--- src/rtl/wb_aes_regs.sv ---
// wb_aes_regs: Wishbone B3 classic register slave in front of the AES core.
// Holds key/plaintext, launches the core, watches for a hung core, latches ciphertext.
module wb_aes_regs #(
    parameter int unsigned TIMEOUT_CYCLES = 1024
) (
    input  logic         wb_clk_i,
    input  logic         wb_rst_i,
    input  logic [31:0]  wb_adr_i,
    input  logic [31:0]  wb_dat_i,
    input  logic [3:0]   wb_sel_i,
    input  logic         wb_we_i,
    input  logic         wb_cyc_i,
    input  logic         wb_stb_i,
    output logic [31:0]  wb_dat_o,
    output logic         wb_ack_o,
    output logic         wb_err_o,
    output logic [127:0] core_key_o,
    output logic [127:0] core_pt_o,
    output logic         core_start_o,
    input  logic [127:0] core_ct_i,
    input  logic         core_valid_i,
    output logic         int_o
);
    typedef enum logic {S_IDLE = 1'b0, S_BUSY = 1'b1} state_t;
    localparam logic [15:0] WDOG_LAST = 16'(TIMEOUT_CYCLES - 1);

    state_t        state_q, state_d;
    logic          busy;
    logic          ack_q, ack_d, err_q, err_d;
    logic [31:0]   dat_q, dat_d, rdata;
    logic          ie_q, ie_d, done_q, done_d, tout_q, tout_d;
    logic          start_pend_q, start_pend_d, start_q, start_d;
    logic [127:0]  key_q, key_d, pt_q, pt_d, ct_q, ct_d;
    logic [15:0]   wdog_q, wdog_d;
    logic          req, bad, wr_ok, go, complete, timeout;
    logic [4:0]    idx;
    logic [1:0]    word;
    logic          is_ctrl, is_status, is_key, is_pt, is_ct, mapped;
    logic          unused_adr;

    // Handshake: a request is cyc&stb while no termination is showing. It is answered by
    // exactly one registered ack or err the following cycle; a strobe still held then is ignored.
    assign req       = wb_cyc_i & wb_stb_i & ~ack_q & ~err_q;
    assign idx       = wb_adr_i[6:2];
    assign word      = idx[1:0];
    assign is_ctrl   = (idx == 5'd0);
    assign is_status = (idx == 5'd1);
    assign is_key    = (idx[4:2] == 3'b001);
    assign is_pt     = (idx[4:2] == 3'b010);
    assign is_ct     = (idx[4:2] == 3'b011);
    assign mapped    = is_ctrl | is_status | is_key | is_pt | is_ct;
    assign bad       = ~mapped | (wb_we_i & is_ct) | (wb_we_i & (is_key | is_pt) & busy)
                     | (wb_we_i & is_ctrl & wb_dat_i[0] & busy);
    assign wr_ok     = req & wb_we_i & ~bad;
    assign go        = wr_ok & is_ctrl & wb_dat_i[0];
    assign complete  = busy & core_valid_i;
    assign timeout   = busy & ~core_valid_i & (wdog_q == WDOG_LAST);
    assign unused_adr = ^{wb_adr_i[31:7], wb_adr_i[1:0]};

    always_ff @(posedge wb_clk_i) begin
        if (wb_rst_i) state_q <= S_IDLE;
        else          state_q <= state_d;
    end

    always_comb begin
        state_d = state_q;
        case (state_q)
            S_IDLE: if (go) state_d = S_BUSY;
            S_BUSY: if (complete | timeout) state_d = S_IDLE;
        endcase
    end

    always_comb begin
        busy         = (state_q == S_BUSY);
        int_o        = ie_q & (done_q | tout_q);
        core_start_o = start_q;
        wb_ack_o     = ack_q;
        wb_err_o     = err_q;
        wb_dat_o     = dat_q;
        core_key_o   = key_q;
        core_pt_o    = pt_q;
    end

    always_comb begin
        rdata = '0;
        if (is_ctrl)        rdata = {30'd0, ie_q, 1'b0};
        else if (is_status) rdata = {29'd0, tout_q, done_q, busy};
        else if (is_key)    rdata = key_q[{~word, 5'd0} +: 32];
        else if (is_pt)     rdata = pt_q[{~word, 5'd0} +: 32];
        else if (is_ct)     rdata = ct_q[{~word, 5'd0} +: 32];
    end

    always_comb begin
        ack_d        = req & ~bad;
        err_d        = req & bad;
        dat_d        = (req & ~bad & ~wb_we_i) ? rdata : 32'd0;
        ie_d         = ie_q;
        key_d        = key_q;
        pt_d         = pt_q;
        ct_d         = ct_q;
        wdog_d       = wdog_q;
        start_pend_d = go;
        start_d      = start_pend_q;
        if (go)        wdog_d = '0;
        else if (busy) wdog_d = wdog_q + 16'd1;
        if (wr_ok & is_ctrl) ie_d = wb_dat_i[1];
        // A completion or timeout landing with a W1C of the same bit keeps the bit set.
        done_d = (done_q & ~(wr_ok & is_status & wb_dat_i[1])) | complete;
        tout_d = (tout_q & ~(wr_ok & is_status & wb_dat_i[2])) | timeout;
        if (complete) ct_d = core_ct_i;
        for (int b = 0; b < 4; b++) begin
            if (wr_ok & is_key & wb_sel_i[b]) key_d[{~word, 2'(b), 3'd0} +: 8] = wb_dat_i[8*b +: 8];
            if (wr_ok & is_pt & wb_sel_i[b])  pt_d[{~word, 2'(b), 3'd0} +: 8]  = wb_dat_i[8*b +: 8];
        end
    end

    always_ff @(posedge wb_clk_i) begin
        if (wb_rst_i) begin
            ack_q        <= 1'b0;
            err_q        <= 1'b0;
            dat_q        <= '0;
            ie_q         <= 1'b0;
            done_q       <= 1'b0;
            tout_q       <= 1'b0;
            start_pend_q <= 1'b0;
            start_q      <= 1'b0;
            key_q        <= '0;
            pt_q         <= '0;
            ct_q         <= '0;
            wdog_q       <= '0;
        end else begin
            ack_q        <= ack_d;
            err_q        <= err_d;
            dat_q        <= dat_d;
            ie_q         <= ie_d;
            done_q       <= done_d;
            tout_q       <= tout_d;
            start_pend_q <= start_pend_d;
            start_q      <= start_d;
            key_q        <= key_d;
            pt_q         <= pt_d;
            ct_q         <= ct_d;
            wdog_q       <= wdog_d;
        end
    end
endmodule

--- config.mk ---
export PLATFORM = sky130hd
export DESIGN_NAME = wb_aes_regs
export DESIGN_NICKNAME = d
export VERILOG_FILES = /design/src/rtl/wb_aes_regs.sv
export SDC_FILE = /design/constraint.sdc
export NUM_CORES = 1
export LEC_CHECK = 0
export ABC_AREA = 1
export CAP_MARGIN = 20
export CORE_MARGIN = 3
export CORE_UTILIZATION = 46
export CTS_CLUSTER_SIZE = 24
export DETAILED_ROUTE_END_ITERATION = 16
export GPL_ROUTABILITY_DRIVEN = 0
export PLACE_DENSITY = 0.77
export REMOVE_ABC_BUFFERS = 1
export SYNTH_ARGS = -nofsm -noshare
export SYNTH_HDL_FRONTEND = slang
export SYNTH_SLANG_ARGS = --single-unit
--- constraint.sdc ---
create_clock -name wb_clk_i -period 3.2 [get_ports wb_clk_i]
set_input_delay 0.48 -clock wb_clk_i [delete_from_list [all_inputs] [get_ports wb_clk_i]]
set_output_delay 0.48 -clock wb_clk_i [all_outputs]
set_load 0.01 [all_outputs]
-- Word level (Yosys, flattened, before mapping)
Cells that the tools add are included.
- flip-flop bits (word level): 440
- input port bits: 202
- output and inout bits: 292
- logic and storage cells: 123
- add/subtract/negate cells: 5
- eq/ne operators: 5
- shifts and indexed selects: 11
- multiplexer cells: 24
- bitwise logic cells: 58
- reductions and logical operators: 5
- operators by type and width (operator ; count):
    128-bit bitwise mux ; 8
    128-bit 2-to-1 mux ; 8
    8-bit by 9-bit variable shift with 128-bit output (first input constant) ; 4
    8-bit by 9-bit indexed part select with 128-bit output ; 4
    128-bit by 8-bit indexed part select with 32-bit output ; 3
    32-bit 2-to-1 mux ; 3
    7-bit negation with 9-bit output ; 4
    1-bit bitwise AND ; 35
    16-bit by 1-bit adder with 16-bit output (second input constant) ; 1
    16-bit by 10-bit == test with 1-bit output (second input constant) ; 1
    1-bit bitwise OR ; 12
    1-bit inverter ; 10
    3-bit by 2-bit == test with 1-bit output (second input constant) ; 2
    5-bit by 1-bit == test with 1-bit output (second input constant) ; 1
    5-bit logical NOT ; 1
    2-bit OR reduction ; 2
    4-bit OR reduction ; 1
    3-bit by 1-bit == test with 1-bit output (second input constant) ; 1
    3-bit 2-to-1 mux ; 1
    3-bit OR reduction ; 1
    1-bit 2-to-1 mux ; 2
    2-bit 2-to-1 mux ; 1
    2-bit inverter ; 1
    1-bit one-hot mux with 2 select lines ; 1

-- Longest topological paths before layout
Gate-level depths: netlist (run 1).
- word-level depth: 20
- gate-level depth with buffers: 20
- gate-level depth less buffers: 14

-- Least setup slack after synthesis (run 1)
No wires, ideal clock.
- path type: input -> register
- from: input wb_adr_i[3]
- to: register wdog_q[13]
- arrival: 3.118 ns
- data required time: 3.083 ns
- setup slack: -0.036 ns
- stages: 17
- buffers on the path: 5
- cells stage by stage: clkbuf_1 -> inv_1 -> clkbuf_1 -> clkbuf_1 -> buf_1 -> ha_1 -> inv_1 -> nor2_1 -> nand2_1 -> nand3_1 -> nand2_1 -> inv_2 -> nand3_4 -> or2_2 -> nand2_1 -> buf_2 -> nor2_1
- cells in the longest elaborated chain, start to end: 14
- elaborated cells between the ends (all ways): 18
- classes of those cells: eq/ne (1); bitwise (15); reduce/logical (2)
- ends and longest elaborated chain (element ; line ; source):
    from (decl) ; 8 ; input logic [31:0] wb_adr_i,
    5-bit by 1-bit == test with 1-bit output or 5-bit logical NOT (tied branches) ; 47, 46 ;
    1-bit bitwise OR (4 in a row) ; 51 ; assign mapped = is_ctrl | is_status | is_key | is_pt | is_ct;
    1-bit inverter ; 52 ; assign bad = ~mapped | (wb_we_i & is_ct) | (wb_we_i & (is_key | is_pt) & busy)
    1-bit bitwise OR (2 in a row) ; 52 ;
    1-bit bitwise OR ; 53 ; | (wb_we_i & is_ctrl & wb_dat_i[0] & busy);
    1-bit inverter ; 54 ; assign wr_ok = req & wb_we_i & ~bad;
    1-bit bitwise AND ; 54 ;
    1-bit bitwise AND (*) (2 in a row) ; 55 ; assign go = wr_ok & is_ctrl & wb_dat_i[0];
    2-bit OR reduction (no source line) (*) ; -- ;
    to (signal assigned) ; 143 ; wdog_q <= wdog_d;
    to (decl) ; 34 ; logic [15:0] wdog_q, wdog_d;
Every way passes the cells marked *; elsewhere a longest branch is shown, timed or not.
A chain may end at the register's enable or synchronous reset.

-- Worst setup path after layout (run 1)
- from: input wb_adr_i[4]
- to: register key_q[28], in the netlist core_key_o[28]
- cells in the longest elaborated chain, start to end: 20
- elaborated cells between the ends (all ways): 34
- classes of those cells: eq/ne (4); mux (7); bitwise (22); reduce/logical (1)
- ends and longest elaborated chain (element ; line ; source):
    5-bit by 1-bit == test with 1-bit output or 5-bit logical NOT (tied branches) ; 47, 46 ;
    1-bit bitwise OR (4 in a row) ; 51 ;
    1-bit inverter ; 52 ;
    1-bit bitwise OR (2 in a row) ; 52 ;
    1-bit bitwise OR ; 53 ;
    1-bit inverter ; 54 ;
    1-bit bitwise AND ; 54 ;
    1-bit bitwise AND (*) ; 112 ; if (wr_ok & is_key & wb_sel_i[b]) key_d[{~word, 2'(b), 3'd0} +: 8] = wb_dat_i[8*b +: 8];
    1-bit bitwise AND ; 112 ;
    128-bit 2-to-1 mux ; 112 ;
    128-bit bitwise mux ; 112 ;
    128-bit 2-to-1 mux ; 112 ;
    128-bit bitwise mux ; 112 ;
    128-bit 2-to-1 mux ; 112 ;
    128-bit bitwise mux ; 112 ;
    128-bit 2-to-1 mux (*) ; 112 ;
    to (signal assigned) ; 140 ; key_q <= key_d;
    to (decl) ; 33 ; logic [127:0] key_q, key_d, pt_q, pt_d, ct_q, ct_d;
Marked as above.

==> metrics, run 1 <==
hold-fix buffers at CTS=0; maximum operating frequency=402 MHz; Site Rows=78; Post-synth EDFFs=0; DP Cell Count=4170; crit-path max FO=40; Synth Area in Compound Gates=16.9%; Setup crit end kind=flip-flop; DR DRC count=0; # port buffers=466; num ports=494; Max Cap Viol=0; clock tree buffer depth=3; Setup CP Type=in2reg; Tot Pwr=11.9 mW; top-area cell type share of the netlist area=41.4%; drt initial violations=2202; YS warnings=0; status=finished clean; ys flop type=dfxtp_1; sequential cell area fraction in the yosys report=41.4%; clk sinks=440; Net Switching=2.98 mW; final hold slack=0.280 ns; post-cts sizing count=0; die width=221 µm; post-synthesis adder-cell area fraction=0.353%; grt ovf=0; Worst Path Required=3.64 ns; largest family of logic cells by synthesized area=simple AND/OR/NAND/NOR gates; root buf cell=clkbuf_16; synth top area cells=dfxtp_1, nor2_1, nand2_1; vias in the first global route=21.1k; TritonCTS clock tree=built; Mapped Area=21300 µm²; Final Hold Viols=0; initial core utilization=46.7%; first-pass GRT wire length=119000 µm; Setup Skew=0.0105 ns; Post-Synth XOR/XNOR Area=0.412%; core area=45600 µm²; CTS clk-pin slew, worst paths=0.06 ns; H-tree depth=2; post-synthesis mux area share=0%; Setup TNS=0 ns; Post-DP HPWL=50800 µm; Logic pwr share=8.7%; post-route minimum period=2.49 ns; Vias=22.9k; final WL=77000 µm; largest net degree at the start of global routing=171; worst hold path class=in2reg; Clk pwr share=45.3%; Pint=8.94 mW; clk_lat worst skew=0.59 ns; Max VDD drop=0.390 mV; Util after Layout=61.7%; Pwr per Cell Area=424 nW/µm²; Tcrit/Tclk final=77.8%; synth cell count leaders=nor2_1, nand2_1, dfxtp_1; Syn Inst Count=3260; post-synth top area cell=dfxtp_1; worst slew pin tran=0.800 ns; drt wl/cell=18.1 µm; initial antenna violation count=8; routed vias/inst=5.37; Post-CTS Setup Inserts=0; Pins Over Slew Limit=0; Arr. time, crit path=2.92 ns; Final Net Count=3828; startpoint type of the worst setup path=primary input; final setup violating endpoints=0; Lkg Pwr=11.5 nW; sequential cell fraction of total power=46.0%; synth unique cells=36; layout cells sized above 1=5.49%; RSZ-0062 raised after global routing=false; post-route insts no fill=4265; #FFs+latches synth=440; Area growth, synth to finish=32.2%; Initial DRT Pass Iterations=8; switch share=25.0%; CTS buffer count=48; Async SR Flop Fraction=0%; simple-gate portion of the synthesized area=29.6%; Post-Syn Area per Cell=6.53 µm²; Routed Antenna Nets=0; relative slew slack=46.7%; most common cell in the netlist=nor2_1; die height=221 µm; All-Layer GR Usage=30.1%; die area=48900 µm²
-- power groups by stage --
| stage | clock, mW | combinational [mW] | sequential, mW |
|---|---|---|---|
| after global placement | 0 | 1.01 | 5.61 |
| after global routing | 5.69 | 1.12 | 5.48 |
| after CTS | 5.48 | 1.02 | 5.49 |
| final | 5.41 | 1.03 | 5.49 |
| after detailed placement | 0 | 1.01 | 5.61 |
| after floorplan | 0 | 0.467 | 5.61 |
-- metrics by stage --
stage / area, µm² / worst slack, ns
floorplan: 20300 / -3.33
global placement: 26600 / 0.170
detailed placement: 26600 / 0.133
CTS: 28100 / 0.748
global route: 28100 / 0.502
finish: 28100 / 0.712
-- metal layers --
layer,global-route usage (%),up-vias,routed length [µm]
met5,0,-,13
met1,39.6,10400,31800
met2,49.2,1113,35400
met3,4.87,191,6510
li1,-,11200,-
met4,13.0,2,3240
-- cells in the final DEF (no fill, tap or decap), types with 7 or more instances in the layout --
master	Yosys	final
nand3_1	134	134
diode_2	0	7
xor2_1	8	8
dfxtp_1	440	440
a21oi_1	235	235
inv_1	375	373
nor2_1	664	663
clkbuf_16	0	49
buf_12	0	16
o21ai_0	347	347
buf_4	5	67
nand4_1	106	106
nand2_1	543	542
clkdlybuf4s50_1	0	461
clkinv_2	0	12
o22ai_1	25	25
o21a_1	30	30
nor3_1	34	34
nand3_2	11	11
a22o_1	24	24
clkbuf_8	0	12
clkbuf_1	158	10
-- worst max-delay path, cell delays in order --
cell	delay, ns
clkdlybuf4s50_1	0.67
inv_2	0.12
nand2_2	0.17
nand3_1	0.12
nand2_2	0.11
nand3_4	0.16
nor2_8	0.15
buf_12	0.23
nand3_1	0.43
nand2_1	0.19
a21oi_1	0.08
-- cells by family after synthesis --
group / after synthesis
simple gates: 1508
compound gates: 674
buf+inv: 622
flops: 440
xor+xnor: 10
fa+ha+maj: 6
-- final timing paths --
check,slack (ns),cells after the start,end,from
min reg2reg,0.43,2,core_start_o$_SDFF_PP0_,start_d$_SDFF_PP0_
max,0.71,11,core_key_o[28]$_SDFFE_PP0P_,wb_adr_i[4]
min,0.28,4,ct_q[24]$_SDFFE_PP0P_,wb_rst_i
max reg2reg,1.08,9,core_key_o[28]$_SDFFE_PP0P_,wb_ack_o$_SDFF_PP0_
-- registers in the layout, indices dropped and copies added, names as in the netlist, 16 cells and up --
signal	count
core_pt_o	128
ct_q	128
core_key_o	128
wdog_q	16
wb_dat_o	32
-- layout make-up --
type,count,area (µm²)
inverter,383,1460
sequential,440,8810
clock inverter,18,109
timing repair buffer,549,5480
multi-input combinational,2198,10100
fill,4227,17500
antenna,7,17.5
clock buffer,70,1420
tap,600,751
(Power assumes the default switching activity.)
==> inputs of run 2 (changes only) <==
Clock period 3.2 ns to 2.09 ns, I/O delays scaled along.
==> metrics, run 2 (synthesis gave the netlist of run 1 again) <==
register area=8810 µm²; die area=48900 µm²; placed inst area=27300 µm²; most common cell after layout, fill and taps aside=nor2_1; Area growth, synth to finish=36.5%; Routed Antenna Nets=0; post-layout worst setup margin=0.137 ns; CTS clk-pin slew, worst paths=0.06 ns; area of the multi-input gates=10100 µm²; drt initial violations=2590; final WL=77400 µm; Net Switching=4.59 mW; vias in the first global route=21.0k; drt wl/cell=17.8 µm; # port buffers=466; num ports=494; core area=45600 µm²; Post-DP HPWL=53000 µm; status=finished clean; Logic pwr share=8.7%; H-tree depth=2; sequential cell fraction of total power=44.0%; RSZ-0062 raised after global routing=false; clk sinks=440; worst hold path class=in2reg; Final Hold Viols=0; final hold slack=0.160 ns; post-layout instance area=29000 µm²; TritonCTS clock tree=built; Pint=14.5 mW; Final Net Count=3904; Lkg Pwr=12.0 nW; Clk pwr share=47.2%; Max Cap Viol=0; grt ovf=0; initial antenna violation count=8; relative slew slack=50.6%; clock tree buffer depth=3; DR DRC count=0; dpl ws=-0.408 ns; largest net degree at the start of global routing=148; Tcrit/Tclk final=93.4%; Pwr per Cell Area=657 nW/µm²; initial core utilization=46.7%; final setup violating endpoints=0; CTS buffer count=49; Setup crit end kind=primary output; routed vias/inst=5.30; Site Rows=78; die width=221 µm; worst slew pin tran=0.740 ns; root buf cell=clkbuf_16; Pins Over Slew Limit=0; crit-path max FO=3; switch share=24.1%; startpoint type of the worst setup path=flip-flop; Initial DRT Pass Iterations=6; maximum operating frequency=512 MHz; most frequent cells in the layout=nor2_1, nand2_1, clkdlybuf4s50_1; Worst Path Required=1.78 ns; die height=221 µm; first-pass GRT wire length=118000 µm; Arr. time, crit path=1.64 ns; Vias=23.0k; Setup TNS=0 ns; Post-CTS Setup Inserts=0; All-Layer GR Usage=30.1%; Setup Skew=0.0143 ns; layout cells sized above 1=7.60%; Setup CP Type=reg2out; Max VDD drop=0.639 mV; post-route minimum period=1.95 ns; clk_lat worst skew=0.59 ns; # fillers=4076
run 2: power groups by stage:
stage,sequential [mW],combinational [mW],clock (mW)
6_report,8.40,1.67,9.01
5_1_grt,8.40,1.80,9.43
4_1_cts,8.40,1.64,9.11
3_5_place_dp,8.59,1.63,0
3_3_place_gp,8.59,1.63,0
2_1_floorplan,8.59,0.715,0
run 2: critical path, cell delays in order (launching register included):
cell and delay (ns):
dfxtp_1 0.37, o21a_1 0.15, clkdlybuf4s50_1 0.54
run 2: final cells by class:
| class | instances | area share (%) |
|---|---|---|
| Clock inverter | 17 | 0.599 |
| Multi-Input combinational cell | 2198 | 34.8 |
| Sequential cell | 440 | 30.3 |
| Antenna cell | 7 | 0.0603 |
| Timing Repair Buffer | 624 | 21.3 |
| Inverter | 383 | 5.01 |
| Clock buffer | 74 | 5.28 |
| Tap cell | 600 | 2.59 |
run 2: metrics by stage:
step	utilization (%)	std cells	power [mW]
after floorplan	-	3021	9.30
after global placement	59.9	4245	10.2
after detailed placement	59.9	4245	10.2
after CTS	63.6	4336	19.2
after global routing	63.7	4341	19.6
final	63.7	4343	19.1
run 2: layer usage:
metal | routed length (µm) | GRT usage (%) | part of all wire, % | vias to the layer above
met5 | 27 | 0 | 0.035 | -
met4 | 3500 | 14.7 | 4.5 | 6
met3 | 6570 | 5.77 | 8.5 | 202
met2 | 34800 | 47.2 | 45 | 1082
met1 | 32400 | 39.8 | 42 | 10400
li1 | - | - | - | 11300
run 2: final timing paths:
| path | start | endpoint | cells after the start | slack [ns] |
|---|---|---|---|---|
| setup / recovery | tout_q$_SDFF_PP0_ | int_o | 2 | 0.14 |
| hold / removal | wb_rst_i | core_key_o[32]$_SDFFE_PP0P_ | 4 | 0.16 |
| setup reg to reg | wb_err_o$_SDFF_PP0_ | core_pt_o[58]$_SDFFE_PP0P_ | 10 | 0.19 |
| hold reg to reg | start_d$_SDFF_PP0_ | core_start_o$_SDFF_PP0_ | 2 | 0.45 |
run 2: timing repair:
action,in CTS,in global routing
hold buffers,0,0
resized for setup,0,3
setup endpoints to repair,0,46
